--- src/rtl/c1541_track_sched.sv ---
// c1541_track_sched: multi-drive SD half-track sequencer.
// Dirty write-back, metadata reload and wrapped track reads.
module c1541_track_sched #(
  parameter int DRIVES    = 2,
  parameter int LBAS      = 16,
  parameter int META_LBAS = 2,
  parameter int HALF_TRKS = 84,
  localparam int LW = $clog2(LBAS),
  localparam int SW = (DRIVES > 1) ? $clog2(DRIVES) : 1
) (
  input  logic                 sd_clk,
  input  logic                 reset,
  input  logic [7*DRIVES-1:0]  req_trk,
  input  logic [LW*DRIVES-1:0] req_start,
  input  logic [DRIVES-1:0]    dirty,
  input  logic [DRIVES-1:0]    disk_change,
  output logic [7*DRIVES-1:0]  cur_trk,
  output logic [DRIVES-1:0]    busy,
  output logic [DRIVES-1:0]    done,
  output logic [SW-1:0]        sel,
  output logic [31:0]          sd_lba,
  output logic                 sd_rd,
  output logic                 sd_wr,
  input  logic                 sd_ack,
  output logic                 meta
);

  localparam int CW = LW + 1;
  localparam logic [CW-1:0] C_LBAS1 = CW'(LBAS - 1);
  localparam logic [CW-1:0] C_META1 = CW'(META_LBAS - 1);
  localparam logic [6:0]    C_MTRK  = 7'(HALF_TRKS);
  localparam logic [6:0]    C_MAXT  = 7'(HALF_TRKS - 1);

  typedef enum logic [2:0] {
    S_IDLE, S_ARB, S_WB, S_META, S_LOAD, S_FIN
  } state_t;

  typedef enum logic [1:0] {
    P_REQ, P_ACK, P_GAP
  } ph_t;

  state_t r_state, w_next;
  ph_t    r_ph;

  logic [6:0]        r_cur [DRIVES];
  logic [DRIVES-1:0] r_need_meta;
  logic [DRIVES-1:0] r_need_load;
  logic [DRIVES-1:0] r_need_wb;
  logic [SW-1:0]     r_sel;
  logic [SW-1:0]     r_rr;
  logic [LW-1:0]     r_lba;
  logic [CW-1:0]     r_cnt;
  logic              r_abort;
  logic              r_ack_blk;

  logic [6:0]          w_req   [DRIVES];
  logic [LW-1:0]       w_start [DRIVES];
  logic [DRIVES-1:0]   w_pend;
  logic [2*DRIVES-1:0] w_dbl;
  logic [SW-1:0]       w_pick;
  logic [SW-1:0]       w_rr_nx;
  logic [SW-1:0]       w_sel_n;
  logic                w_found;
  logic                w_xfer;
  logic                w_lba_done;
  logic                w_last;
  logic                w_mism;
  logic                w_abort;
  logic                w_wb_end;
  logic                w_enter;
  logic [6:0]          w_trk;

  // Per-drive request decode, clamping and status outputs
  always_comb begin
    for (int d = 0; d < DRIVES; d++) begin
      w_req[d] = (req_trk[7*d +: 7] >= C_MTRK) ? C_MAXT
                                               : req_trk[7*d +: 7];
      w_start[d] = req_start[LW*d +: LW];
      cur_trk[7*d +: 7] = r_cur[d];
      w_pend[d] = r_need_meta[d] | r_need_load[d] | r_need_wb[d];
      busy[d] = w_pend[d] |
                ((r_state != S_IDLE) && (r_sel == SW'(d)));
      done[d] = (r_state == S_FIN) && !r_abort &&
                (r_sel == SW'(d));
    end
  end

  // Round-robin pick: first pending drive at or after r_rr
  always_comb begin
    w_pick  = r_rr;
    w_found = 1'b0;
    w_dbl   = {w_pend, w_pend} >> r_rr;
    for (int i = 0; i < DRIVES; i++) begin
      if (!w_found && w_dbl[i]) begin
        w_found = 1'b1;
        w_pick  = SW'((int'(r_rr) + i) % DRIVES);
      end
    end
    w_rr_nx = SW'((int'(w_pick) + 1) % DRIVES);
  end

  // Transfer bookkeeping shared by all transfer states
  always_comb begin
    w_xfer = (r_state == S_WB) || (r_state == S_META) ||
             (r_state == S_LOAD);
    w_lba_done = w_xfer && (r_ph == P_ACK) && !sd_ack;
    w_last = (r_state == S_META) ? (r_cnt == C_META1)
                                 : (r_cnt == C_LBAS1);
    w_mism = w_req[r_sel] != r_cur[r_sel];
    w_abort = r_abort || ((r_state == S_LOAD) &&
              (w_mism || disk_change[r_sel]));
    w_wb_end = (r_state == S_WB) && w_lba_done &&
               (w_last || !r_need_wb[r_sel] || disk_change[r_sel]);
    w_sel_n = (r_state == S_ARB) ? w_pick : r_sel;
  end

  // Next-state logic
  always_comb begin
    w_next = r_state;
    unique case (r_state)
      S_IDLE: begin
        if ((|w_pend) && !r_ack_blk) w_next = S_ARB;
      end
      S_ARB: begin
        if (r_need_wb[w_pick])        w_next = S_WB;
        else if (r_need_meta[w_pick]) w_next = S_META;
        else                          w_next = S_LOAD;
      end
      S_WB: begin
        if (w_wb_end)
          w_next = (r_need_meta[r_sel] || disk_change[r_sel])
                   ? S_META : S_LOAD;
      end
      S_META: begin
        if (w_lba_done && w_last) w_next = S_LOAD;
      end
      S_LOAD: begin
        if (w_lba_done && (w_last || w_abort)) w_next = S_FIN;
        else if ((r_ph == P_GAP) && w_abort)   w_next = S_FIN;
      end
      S_FIN:   w_next = S_IDLE;
      default: w_next = S_IDLE;
    endcase
    w_enter = (w_next != r_state) &&
              ((w_next == S_WB) || (w_next == S_META) ||
               (w_next == S_LOAD));
  end

  // SD port outputs
  always_comb begin
    sel    = r_sel;
    meta   = (r_state == S_META);
    sd_rd  = ((r_state == S_META) || (r_state == S_LOAD)) &&
             (r_ph == P_REQ);
    sd_wr  = (r_state == S_WB) && (r_ph == P_REQ);
    w_trk  = meta ? C_MTRK : r_cur[r_sel];
    sd_lba = '0;
    sd_lba[SW+7+LW-1:0] = {r_sel, w_trk, r_lba};
  end

  // State register
  always_ff @(posedge sd_clk) begin
    if (reset) r_state <= S_IDLE;
    else       r_state <= w_next;
  end

  // Datapath, handshake phase and pending flags
  always_ff @(posedge sd_clk) begin
    if (reset) begin
      r_sel       <= '0;
      r_rr        <= '0;
      r_lba       <= '0;
      r_cnt       <= '0;
      r_ph        <= P_GAP;
      r_abort     <= 1'b0;
      r_ack_blk   <= 1'b1;
      r_need_meta <= '0;
      r_need_load <= '0;
      r_need_wb   <= '0;
      for (int d = 0; d < DRIVES; d++) r_cur[d] <= 7'd36;
    end else begin
      if (!sd_ack) r_ack_blk <= 1'b0;
      if (r_state == S_ARB) begin
        r_sel   <= w_pick;
        r_rr    <= w_rr_nx;
        r_abort <= 1'b0;
      end else if (w_abort) begin
        r_abort <= 1'b1;
      end
      if (w_lba_done) begin
        r_lba <= r_lba + 1'b1;
        r_cnt <= r_cnt + 1'b1;
      end
      if (w_enter) begin
        r_cnt <= '0;
        r_lba <= (w_next == S_META) ? '0 : w_start[w_sel_n];
        if (w_next == S_LOAD) r_cur[w_sel_n] <= w_req[w_sel_n];
      end
      if (r_state != w_next) begin
        r_ph <= P_GAP;
      end else if (w_xfer) begin
        unique case (r_ph)
          P_REQ:   if (sd_ack && !r_ack_blk) r_ph <= P_ACK;
          P_ACK:   if (!sd_ack) r_ph <= P_GAP;
          P_GAP:   r_ph <= P_REQ;
          default: r_ph <= P_GAP;
        endcase
      end
      for (int d = 0; d < DRIVES; d++) begin
        if ((r_state == S_FIN) && !r_abort && (r_sel == SW'(d)))
          r_need_load[d] <= 1'b0;
        if (w_wb_end && (r_sel == SW'(d)))
          r_need_wb[d] <= 1'b0;
        if ((r_state == S_META) && w_lba_done && w_last &&
            (r_sel == SW'(d)))
          r_need_meta[d] <= 1'b0;
        if (disk_change[d]) begin
          r_need_meta[d] <= 1'b1;
          r_need_load[d] <= 1'b1;
          r_need_wb[d]   <= 1'b0;
        end else if (w_req[d] != r_cur[d]) begin
          r_need_load[d] <= 1'b1;
          if (!r_need_load[d]) r_need_wb[d] <= dirty[d];
        end
      end
    end
  end

endmodule

--- config.mk ---
export PLATFORM = sky130hd
export DESIGN_NAME = c1541_track_sched
export DESIGN_NICKNAME = d
export VERILOG_FILES = /design/src/rtl/c1541_track_sched.sv
export SDC_FILE = /design/constraint.sdc
export NUM_CORES = 1
export LEC_CHECK = 0
export CAP_MARGIN = 25
export CORE_UTILIZATION = 30
export DETAILED_ROUTE_END_ITERATION = 10
export GPL_ROUTABILITY_DRIVEN = 0
export PLACE_DENSITY = 0.53
export SYNTH_ARGS = -nofsm -noshare
export SYNTH_HDL_FRONTEND = slang
export SYNTH_SLANG_ARGS = --single-unit
--- constraint.sdc ---
create_clock -name sd_clk -period 4.7 [get_ports sd_clk]
set_input_delay 1.41 -clock sd_clk [delete_from_list [all_inputs] [get_ports sd_clk]]
set_output_delay 1.41 -clock sd_clk [all_outputs]
set_load 0.05 [all_outputs]
==> results.sh, run 1 <==
export IMPL_peakVddDrop_mv=0.149
export IMPL_crit_slowest_cell="clkdlybuf4s50_1"
export IMPL_layout_min_cycle_time_ns=4.03
export IMPL_cts_tree="yes"
export IMPL_ctsHoldBuffers=0
export IMPL_max_cap_violations=0
export IMPL_worstPathRequired_ns=3.29
export IMPL_postCtsResizedCells=0
export IMPL_synth_flop_cell="dfxtp_1"
export IMPL_antenna_found_initial=0
export IMPL_cts_setup_buffers=0
export IMPL_critPathLaunchType="flip-flop"
export IMPL_final_hold_viol_count=0
export IMPL_syn_area_per_cell_um2=8.14
export IMPL_grt_total_usage_pct=15.8
export IMPL_final_setup_skew_ns=0.0124
export IMPL_initial_utilization_pct=31.0
export IMPL_post_synth_num_cell_types=65
export IMPL_num_vias=2678
export IMPL_final_period_utilization_pct=85.7
export IMPL_detail_route_wirelength_um=7730
export IMPL_clk_pin_slew_ns=0.09
export IMPL_numPlacedInstances=530
export IMPL_maxSlewViolCount=0
export IMPL_yosysSeqAreaShare_pct=31.3
export IMPL_max_slew_worst_pin_slew_ns=0.570
export IMPL_relSlewSlack_pct=62.0
export IMPL_endpoint_kind="output pin"
export IMPL_cp_max_fo=11
export IMPL_drt_vias_per_instance=4.98
export IMPL_drt_iter0_markers=134
export IMPL_hold_path_class="reg2reg"
export IMPL_largest_net_degree_at_the_start_of_global_routing=20
export IMPL_place_ws_ns=0.715
export IMPL_synthesis_stage_register_bit_count=38
export IMPL_inserted_clock_buffers=5
export IMPL_result_of_the_run="completed"
export IMPL_synth_warnings=0
export IMPL_synth_cells=354
export IMPL_dpl_hpwl_um=5920
export IMPL_design_final_nets=439
export IMPL_port_buffers=62
export IMPL_final_layout_size_suffix_gt1_share_pct=5.13
export IMPL_rows=35
export IMPL_worst_slack_ns=0.673
export IMPL_syn2layout_area_growth_pct=26.6
export IMPL_setup_viol=0
export IMPL_drt_first_pass_iters=4
export IMPL_cp_arrival_ns=2.62
export IMPL_asyncSetResetFlopFracSynth_pct=0
export IMPL_static_leakage_nw=1.38
export IMPL_die_width_um=100
export IMPL_cts_sinks=38
export IMPL_grt_remaining_overflow=0
export IMPL_max_freq_ghz=0.248
export IMPL_timing_critical_path_max_delay_family="buffers and inverters"
export IMPL_boundaryPins=83
export IMPL_floorplan_core_area_um2=9280
export IMPL_ctsHtreeMaxLevel=2
export IMPL_grt_pass1_vias=2537
export IMPL_antenna_cells=0
export IMPL_clock_latency_ns=0.30
export IMPL_layoutNonFillerInstCount=538
export IMPL_utilization_after_layout_pct=39.3
export IMPL_grt_pass1_wl_um=12400
export IMPL_remaining_drc_errors=0
export IMPL_setup_worst_path_class="reg2out"
export IMPL_rsz0062_at_grt="no"
export IMPL_crit_buf_inv=2
export IMPL_die_area_um2=10000
export IMPL_root_buffer="clkbuf_8"
export IMPL_worstPathCellList="nand3b_2, inv_1, nor2_1, nor3_1, clkdlybuf4s50_1"
export IMPL_synth_area_um2=2880
export IMPL_wire_per_inst_um=14.4
export IMPL_cts_buffer_depth=2
export IMPL_die_h_um=100
export IMPL_synth_edf_count=14
export IMPL_critical_path_max_stage_delay_ns=0.84
export IMPL_drtAntennaViolNets=0
export IMPL_finalSetupTns_ns=0
export IMPL_power_density_cells_nw_per_um2=293
per-layer routing:
metal / part of all wire, % / track usage (%)
met2: 45 / 26.2
met3: 6.0 / 3.55
met4: 1.7 / 4.57
met5: 0 / 0
met1: 47 / 20.5
final timing paths:
check                           startpoint           to  slack, ns  depth (start not counted)
worst max-delay path            r_state[0]        sd_rd       0.67                          5
worst min-delay path              r_cnt[1]     r_cnt[1]       0.51                          2
worst max register to register  r_state[2]  r_cur[1][1]       1.94                          7
worst min register to register    r_cnt[1]     r_cnt[1]       0.51                          2
registers in the layout, summed over array words and instances (netlist names):
signal and cells:
r_cur 14, sel 1, r_cnt 5, r_need_load 2, r_abort 1, r_lba 4
r_need_wb 2, r_ack_blk 1, r_state 3, r_need_meta 2, r_rr 1, r_ph 2
cell type report:
cell class	instances	area, µm²
clock buffer	7	119
clock inverter	1	8.76
fill	955	5640
inverter	15	56.3
multi-input combinational	284	1770
sequential	38	901
tap	129	161
timing repair buffer	64	636
report_power, final:
group / internal (mW) / total (mW) / switching (mW)
Sequential: 0.365 / 0.407 / 0.0426
Combinational: 0.132 / 0.365 / 0.233
Clock: 0.170 / 0.295 / 0.125
stage by stage:
step / instance area, µm² / hold slack (ns) / total power [mW]
after floorplan: 2950 / 0.451 / 0.685
after global placement: 3520 / 0.489 / 0.779
after detailed placement: 3520 / 0.495 / 0.778
after CTS: 3650 / 0.515 / 1.08
after global routing: 3650 / 0.544 / 1.13
final: 3650 / 0.515 / 1.07
Yosys cell counts (2+ instances only):
library cell  instances  area, µm²
nor3b_1               3       22.5
nand2_1              27        101
o211ai_1              4       30.0
and3_1                3       18.8
nor3_1               11       55.1
o21a_1                2       15.0
xor2_1               16        140
o22ai_1               8       50.1
a211oi_1              2       15.0
a21o_1                7       52.6
inv_1                15       56.3
and2_1                4       25.0
xnor2_1               4       35.0
nand3b_1              3       22.5
nor4bb_1              2       20.0
nand3_1               6       30.0
buf_2                 4       20.0
nor4_1                4       25.0
a2111oi_0             2       17.5
o21bai_1              2       15.0
o21ai_0              11       55.1
nor2_1               43        161
o31ai_1               3       22.5
or3_1                 5       31.3
buf_4                22        165
a221o_1               2       20.0
o21ai_2               2       17.5
ha_1                  2       25.0
a21oi_1              19       95.1
edfxtp_1             14        420
nor2b_1               9       56.3
nand4_1               4       25.0
nand2b_1              6       37.5
o21ai_1               3       15.0
clkbuf_1              8       30.0
nor3b_4               2       37.5
dfxtp_1              24        480
a22oi_1               2       15.0
mux2i_1              16        160
or4_1                 3       22.5
placed cells by master (no fill, tap or decap), drive strengths merged, types with 3 or more instances in the layout:
master and n:
a21o 7, a21oi 20, and2 4, and3 3, clkbuf 7, clkdlybuf4s50 62
conb 20, dfxtp 24, edfxtp 14, inv 15, mux2i 16, nand2 27
nand2b 6, nand3 6, nand3b 4, nand4 4, nor2 43, nor2b 9
nor3 12, nor3b 6, nor4 4, o211ai 4, o21ai 16, o22ai 8
o31ai 3, or3 5, or4 3, xnor2 4, xor2 16
logic make-up (layout without fill, tap and decap cells):
| family | Yosys count | count (layout) | synth area share, % |
|---|---|---|---|
| mux | 16 | 16 | 5.56 |
| simple gates | 142 | 142 | 26.3 |
| compound gates | 84 | 84 | 19.8 |
| fa+ha+maj | 2 | 2 | 0.868 |
| xor+xnor | 20 | 20 | 6.08 |
| other cells | 1 | 20 | 0.130 |
| buf+inv | 51 | 87 | 9.94 |
| flops | 38 | 38 | 31.3 |
worst reg2reg max path, stage by stage (launching register included):
cell and delay, ns:
dfxtp_1 0.60, nor3b_4 0.37, o21ai_2 0.18, o21ai_0 0.18, nand2_1 0.14, a21o_1 0.22
or3_1 0.45, nand2b_1 0.30
Note: power is estimated with default switching activity, not from simulation.
==> inputs of run 2 (changes only) <==
RECOVER_POWER = 25   (was unset)
==> run 2 against run 1 <==
Sequential power about the same. Register-to-register slack lost 0.02 ns. Clock-buffer cell count is the same. Final cell count is the same. Non-clock buffer count unchanged. Maximum frequency down 0.25%. Core utilization is essentially flat. Worst setup slack got worse by 0.010 ns. Critical endpoint unchanged.
==> results.sh, run 2 (synthesis results as in run 1) <==
export IMPL_final_setup_skew_ns=0.0123
export IMPL_cts_sinks=38
export IMPL_relSlewSlack_pct=38.9
export IMPL_rows=35
export IMPL_cts_setup_buffers=0
export IMPL_grt_remaining_overflow=0
export IMPL_power_frac_seq_pct=38.3
export IMPL_clk_pin_slew_ns=0.09
export IMPL_inserted_clock_buffers=5
export IMPL_cts_tree="yes"
export IMPL_internal_power_uw=662
export IMPL_ctsHoldBuffers=0
export IMPL_num_vias=2695
export IMPL_max_cap_violations=0
export IMPL_grt_total_usage_pct=15.8
export IMPL_initial_utilization_pct=31.0
export IMPL_drt_vias_per_instance=5.01
export IMPL_static_leakage_nw=1.40
export IMPL_die_h_um=100
export IMPL_dpl_hpwl_um=5920
export IMPL_final_hold_viol_count=0
export IMPL_wl_met1_um=3630
export IMPL_netSwitchingPower_uw=400
export IMPL_finalSetupTns_ns=0
export IMPL_cts_buffer_depth=2
export IMPL_layout_commonest_cell="clkdlybuf4s50_1"
export IMPL_layout_common_cells="44 x clkdlybuf4s50_1, 43 x nor2_1, 27 x nand2_1"
export IMPL_endpoint_kind="output pin"
export IMPL_floorplan_core_area_um2=9280
export IMPL_grt_pass1_vias=2537
export IMPL_detail_route_wirelength_um=7730
export IMPL_port_buffers=62
export IMPL_hold_path_class="reg2reg"
export IMPL_max_slew_worst_pin_slew_ns=0.916
export IMPL_antenna_found_initial=0
export IMPL_worstPathRequired_ns=3.29
export IMPL_root_buffer="clkbuf_8"
export IMPL_design_final_nets=439
export IMPL_power_density_cells_nw_per_um2=292
export IMPL_final_layout_size_suffix_gt1_share_pct=4.89
export IMPL_postCtsResizedCells=0
export IMPL_registers_top_by_ff_count="r_cur"
export IMPL_setup_worst_path_class="reg2out"
export IMPL_layout_min_cycle_time_ns=4.04
export IMPL_fillers=955
export IMPL_die_width_um=100
export IMPL_remaining_drc_errors=0
export IMPL_result_of_the_run="completed"
export IMPL_max_ffs_per_register=14
export IMPL_finalInstanceArea_um2=3640
export IMPL_holdCritStartpoint="r_cnt[1]"
export IMPL_power_share_of_the_combinational_group_pct=33.9
export IMPL_grt_pass1_wl_um=12400
export IMPL_clock_latency_ns=0.30
export IMPL_wire_per_inst_um=14.4
export IMPL_drt_iter0_markers=126
export IMPL_antenna_cells=0
export IMPL_maxSlewViolCount=0
export IMPL_final_period_utilization_pct=85.9
export IMPL_met2_length_um=3500
export IMPL_syn2layout_area_growth_pct=26.4
export IMPL_power_switching_fraction_pct=37.7
export IMPL_peakVddDrop_mv=0.147
export IMPL_setup_viol=0
export IMPL_critPathLaunchType="flip-flop"
export IMPL_cp_max_fo=13
export IMPL_drtAntennaViolNets=0
export IMPL_boundaryPins=83
export IMPL_utilization_after_layout_pct=39.2
export IMPL_crit_start="r_state[1]"
export IMPL_power_frac_clock_pct=27.8
export IMPL_post_dp_cell_area_um2=3520
export IMPL_reg2reg_from="r_state[2]"
export IMPL_largest_net_degree_at_the_start_of_global_routing=20
export IMPL_biggestRegsByFlops="r_cur: 14 flops, r_cnt: 5 flops, r_lba: 4 flops"
export IMPL_max_freq_ghz=0.248
export IMPL_ctsHtreeMaxLevel=2
export IMPL_drt_first_pass_iters=4
export IMPL_rsz0062_at_grt="no"
export IMPL_die_area_um2=10000
export IMPL_routed_wl_met3_um=466
export IMPL_maxUsedRoutingLayer="met4"
export IMPL_cp_arrival_ns=2.63
[run 2: changes by cell type in the layout (fill, tap and decap cells not counted), sizes merged]
cell,previous run,this run
clkdlybuf4s50,62,44
dlygate4sd3,0,18
buf,2,1
clkbuf,7,8
[run 2: routing by layer]
metal | global-route usage, % | vias up
met5 | 0 | -
met4 | 4.57 | 0
met3 | 3.55 | 13
met2 | 26.2 | 84
met1 | 20.5 | 1266
li1 | - | 1332
[run 2: worst paths after layout]
kind	end	slack (ns)	cells past startpoint
worst max-delay path	sd_rd	0.66	5
worst min register to register	r_cnt[1]	0.51	2
worst max register to register	r_cur[1][1]	1.92	7
worst min-delay path	r_cnt[1]	0.51	2
[run 2: worst max-delay path, cell delays in order (launching register included)]
cell,delay [ns]
dfxtp_1,0.61
nand3b_2,0.28
inv_1,0.33
nor2_1,0.10
nor3_1,0.16
clkdlybuf4s50_1,0.84
[run 2: cell type report]
cell class | count | area [µm²] | share of cell area, %
clock buffers | 7 | 119 | 3.26
inverters | 15 | 56.3 | 1.55
repair buffers | 64 | 632 | 17.3
clock inverters | 1 | 8.76 | 0.240
well taps | 129 | 161 | 4.43
flip-flops and latches | 38 | 901 | 24.7
multi-input cells | 284 | 1770 | 48.5
[run 2: power groups by stage]
| stage | registers, mW | clock network (mW) | logic, mW |
|---|---|---|---|
| final | 0.407 | 0.295 | 0.361 |
| after global routing | 0.412 | 0.320 | 0.390 |
| after CTS | 0.407 | 0.304 | 0.365 |
| after detailed placement | 0.415 | 0 | 0.364 |
| after global placement | 0.415 | 0 | 0.364 |
| after floorplan | 0.434 | 0 | 0.250 |
[run 2: per-stage QoR]
| stage | power (mW) | worst slack (ns) | hold WS (ns) | instances |
|---|---|---|---|---|
| after detailed placement | 0.778 | 0.715 | 0.495 | 530 |
| after global placement | 0.779 | 0.780 | 0.489 | 530 |
| after global routing | 1.12 | 0.529 | 0.544 | 538 |
| final | 1.06 | 0.663 | 0.515 | 538 |
| after CTS | 1.08 | 0.691 | 0.515 | 538 |
| after floorplan | 0.685 | 0.956 | 0.451 | 373 |
==> inputs of run 3 (changes only) <==
CORE_ASPECT_RATIO = 1.1   (was unset)
==> run 3 against run 2 <==
Via count grew 0.33%. Core utilization decreased by 0.95 points. Wire length rose by 1.2%. Hold slack lost 0.0051 ns. Die area about the same. Critical path type is now in2reg. Combinational power hardly changed. Cell area fell by 1.7%. First-iteration DRC count decreased by 12%.
==> results.sh, run 3 (synthesis results as in run 1) <==
export IMPL_root_buffer="clkbuf_8"
export IMPL_critical_path_max_stage_delay_ns=0.50
export IMPL_worst_slack_ns=0.495
export IMPL_syn2layout_area_growth_pct=24.3
export IMPL_whs_ns=0.510
export IMPL_power_switching_fraction_pct=39.3
export IMPL_worstPathCellList="clkdlybuf4s50_1, nor3b_1, o21ai_0, o21ai_0, nand2_1, a21o_1, or3_1, nand2b_1"
export IMPL_biggestRegsByFlops="r_cur: 14 flops, r_cnt: 5 flops, r_lba: 4 flops"
export IMPL_crit_start="sd_ack"
export IMPL_postCtsResizedCells=0
export IMPL_port_buffers=62
export IMPL_grt_pass1_wl_um=12600
export IMPL_internal_power_uw=610
export IMPL_power_density_cells_nw_per_um2=281
export IMPL_maxSlewViolCount=0
export IMPL_finalSetupTns_ns=0
export IMPL_numPlacedInstances=518
export IMPL_drt_iter0_markers=111
export IMPL_timing_rr_end="r_cur[1][6]"
export IMPL_final_hold_viol_count=0
export IMPL_worstPathRequired_ns=4.67
export IMPL_layout_min_cycle_time_ns=4.21
export IMPL_drt_first_pass_iters=4
export IMPL_num_vias=2704
export IMPL_antenna_found_initial=0
export IMPL_power_frac_seq_pct=40.5
export IMPL_design_final_nets=439
export IMPL_clock_latency_ns=0.29
export IMPL_inserted_clock_buffers=5
export IMPL_ctsHoldBuffers=0
export IMPL_layout_common_cells="45 x clkdlybuf4s50_1, 43 x nor2_1, 27 x nand2_1"
export IMPL_cp_depth=8
export IMPL_antenna_cells=0
export IMPL_grt_total_usage_pct=15.9
export IMPL_final_period_utilization_pct=89.5
export IMPL_remaining_drc_errors=0
export IMPL_static_leakage_nw=1.37
export IMPL_peakVddDrop_mv=0.121
export IMPL_initial_utilization_pct=30.8
export IMPL_registers_top_by_ff_count="r_cur"
export IMPL_worst_setup_path_endpoint="r_cur[1][6]"
export IMPL_die_area_um2=10000
export IMPL_cts_tree="yes"
export IMPL_utilization_after_layout_pct=38.3
export IMPL_crit_slowest_cell="o21ai_0"
export IMPL_max_ffs_per_register=14
export IMPL_largest_net_degree_at_the_start_of_global_routing=23
export IMPL_die_h_um=105
export IMPL_cts_buffer_depth=2
export IMPL_cp_arrival_ns=4.17
export IMPL_reg2reg_from="r_ph[0]"
export IMPL_relSlewSlack_pct=34.2
export IMPL_power_frac_clock_pct=23.7
export IMPL_netSwitchingPower_uw=396
export IMPL_timing_reg2reg_worst_path_depth=7
export IMPL_dpl_hpwl_um=6030
export IMPL_path_common_cell="o21ai_0"
export IMPL_setup_worst_path_class="in2reg"
export IMPL_final_layout_size_suffix_gt1_share_pct=4.40
export IMPL_cts_sinks=38
export IMPL_cp_max_fo=8
export IMPL_endpoint_kind="flip-flop"
export IMPL_setup_viol=0
export IMPL_rsz0062_at_grt="no"
export IMPL_max_freq_ghz=0.238
export IMPL_floorplan_core_area_um2=9350
export IMPL_crit_buf_inv=1
export IMPL_fillers=997
export IMPL_max_cap_violations=0
export IMPL_finalInstanceArea_um2=3580
export IMPL_grt_pass1_vias=2600
export IMPL_layoutNonFillerInstCount=526
export IMPL_timing_critical_path_max_delay_family="simple AND/OR/NAND/NOR gates"
export IMPL_layout_commonest_cell="clkdlybuf4s50_1"
export IMPL_final_setup_skew_ns=0.00759
export IMPL_cts_setup_buffers=0
export IMPL_rows=37
export IMPL_post_dp_cell_area_um2=3500
export IMPL_ff2ff_setup_slack_ns=1.58
export IMPL_hold_path_class="reg2reg"
export IMPL_wire_per_inst_um=14.9
export IMPL_critPathLaunchType="input pin"
export IMPL_place_ws_ns=0.733
export IMPL_clk_pin_slew_ns=0.08
export IMPL_drtAntennaViolNets=0
export IMPL_design_power_total_mw=1.01
export IMPL_boundaryPins=83
export IMPL_grt_remaining_overflow=0
export IMPL_die_width_um=95.4
export IMPL_detail_route_wirelength_um=7820
export IMPL_max_slew_worst_pin_slew_ns=0.976
export IMPL_ctsHtreeMaxLevel=2
export IMPL_result_of_the_run="completed"
export IMPL_power_share_of_the_combinational_group_pct=35.8
export IMPL_drt_vias_per_instance=5.14
-- run 3: cell count changes in the layout (fill, tap and decap cells not counted) --
cell	change
clkbuf_16	-2
clkbuf_8	+1
clkdlybuf4s50_1	+1
clkinv_2	+1
clkinv_4	-1
clkinvlp_4	+1
dlygate4sd3_1	-1
nor3b_1	+1
nor3b_4	-1
o21ai_0	+1
o21ai_2	-1
-- run 3: cell type report --
class | instances | area, µm² | share of cell area (%)
Timing Repair Buffer | 64 | 632 | 17.6
Clock buffer | 6 | 82.6 | 2.31
Sequential cell | 38 | 901 | 25.2
Inverter | 15 | 56.3 | 1.57
Clock inverter | 2 | 12.5 | 0.349
Multi-Input combinational cell | 284 | 1750 | 48.9
Tap cell | 117 | 146 | 4.09
-- run 3: layer usage --
metal,vias up,global-route usage (%),part of all wire (%)
met4,0,4.80,1.4
met3,13,2.84,5.9
met2,88,27.2,48
li1,1334,-,-
met5,-,0,0
met1,1269,19.9,45
-- run 3: worst min-delay path by stage --
stage / from / to / slack (ns) / cells after the start
4_1_cts: r_cnt[1] / r_cnt[1] / 0.51 / 2
3_3_place_gp: r_cnt[1] / r_cnt[1] / 0.51 / 2
5_1_grt: r_cnt[1] / r_cnt[1] / 0.55 / 2
3_5_place_dp: r_cnt[1] / r_cnt[1] / 0.50 / 2
2_1_floorplan: r_ack_blk / r_ack_blk / 0.45 / 1
6_report: r_cnt[1] / r_cnt[1] / 0.51 / 2
-- run 3: worst min-delay path, cell delays in order (launching register included) --
cell	delay [ns]
dfxtp_1	0.35
nand2_1	0.07
a21oi_1	0.05
-- run 3: power groups by stage --
stage	registers (mW)	clock network (mW)	logic (mW)
after floorplan	0.434	0	0.250
after global placement	0.416	0	0.366
after detailed placement	0.415	0	0.364
after CTS	0.408	0.248	0.366
after global routing	0.412	0.262	0.387
final	0.407	0.238	0.360
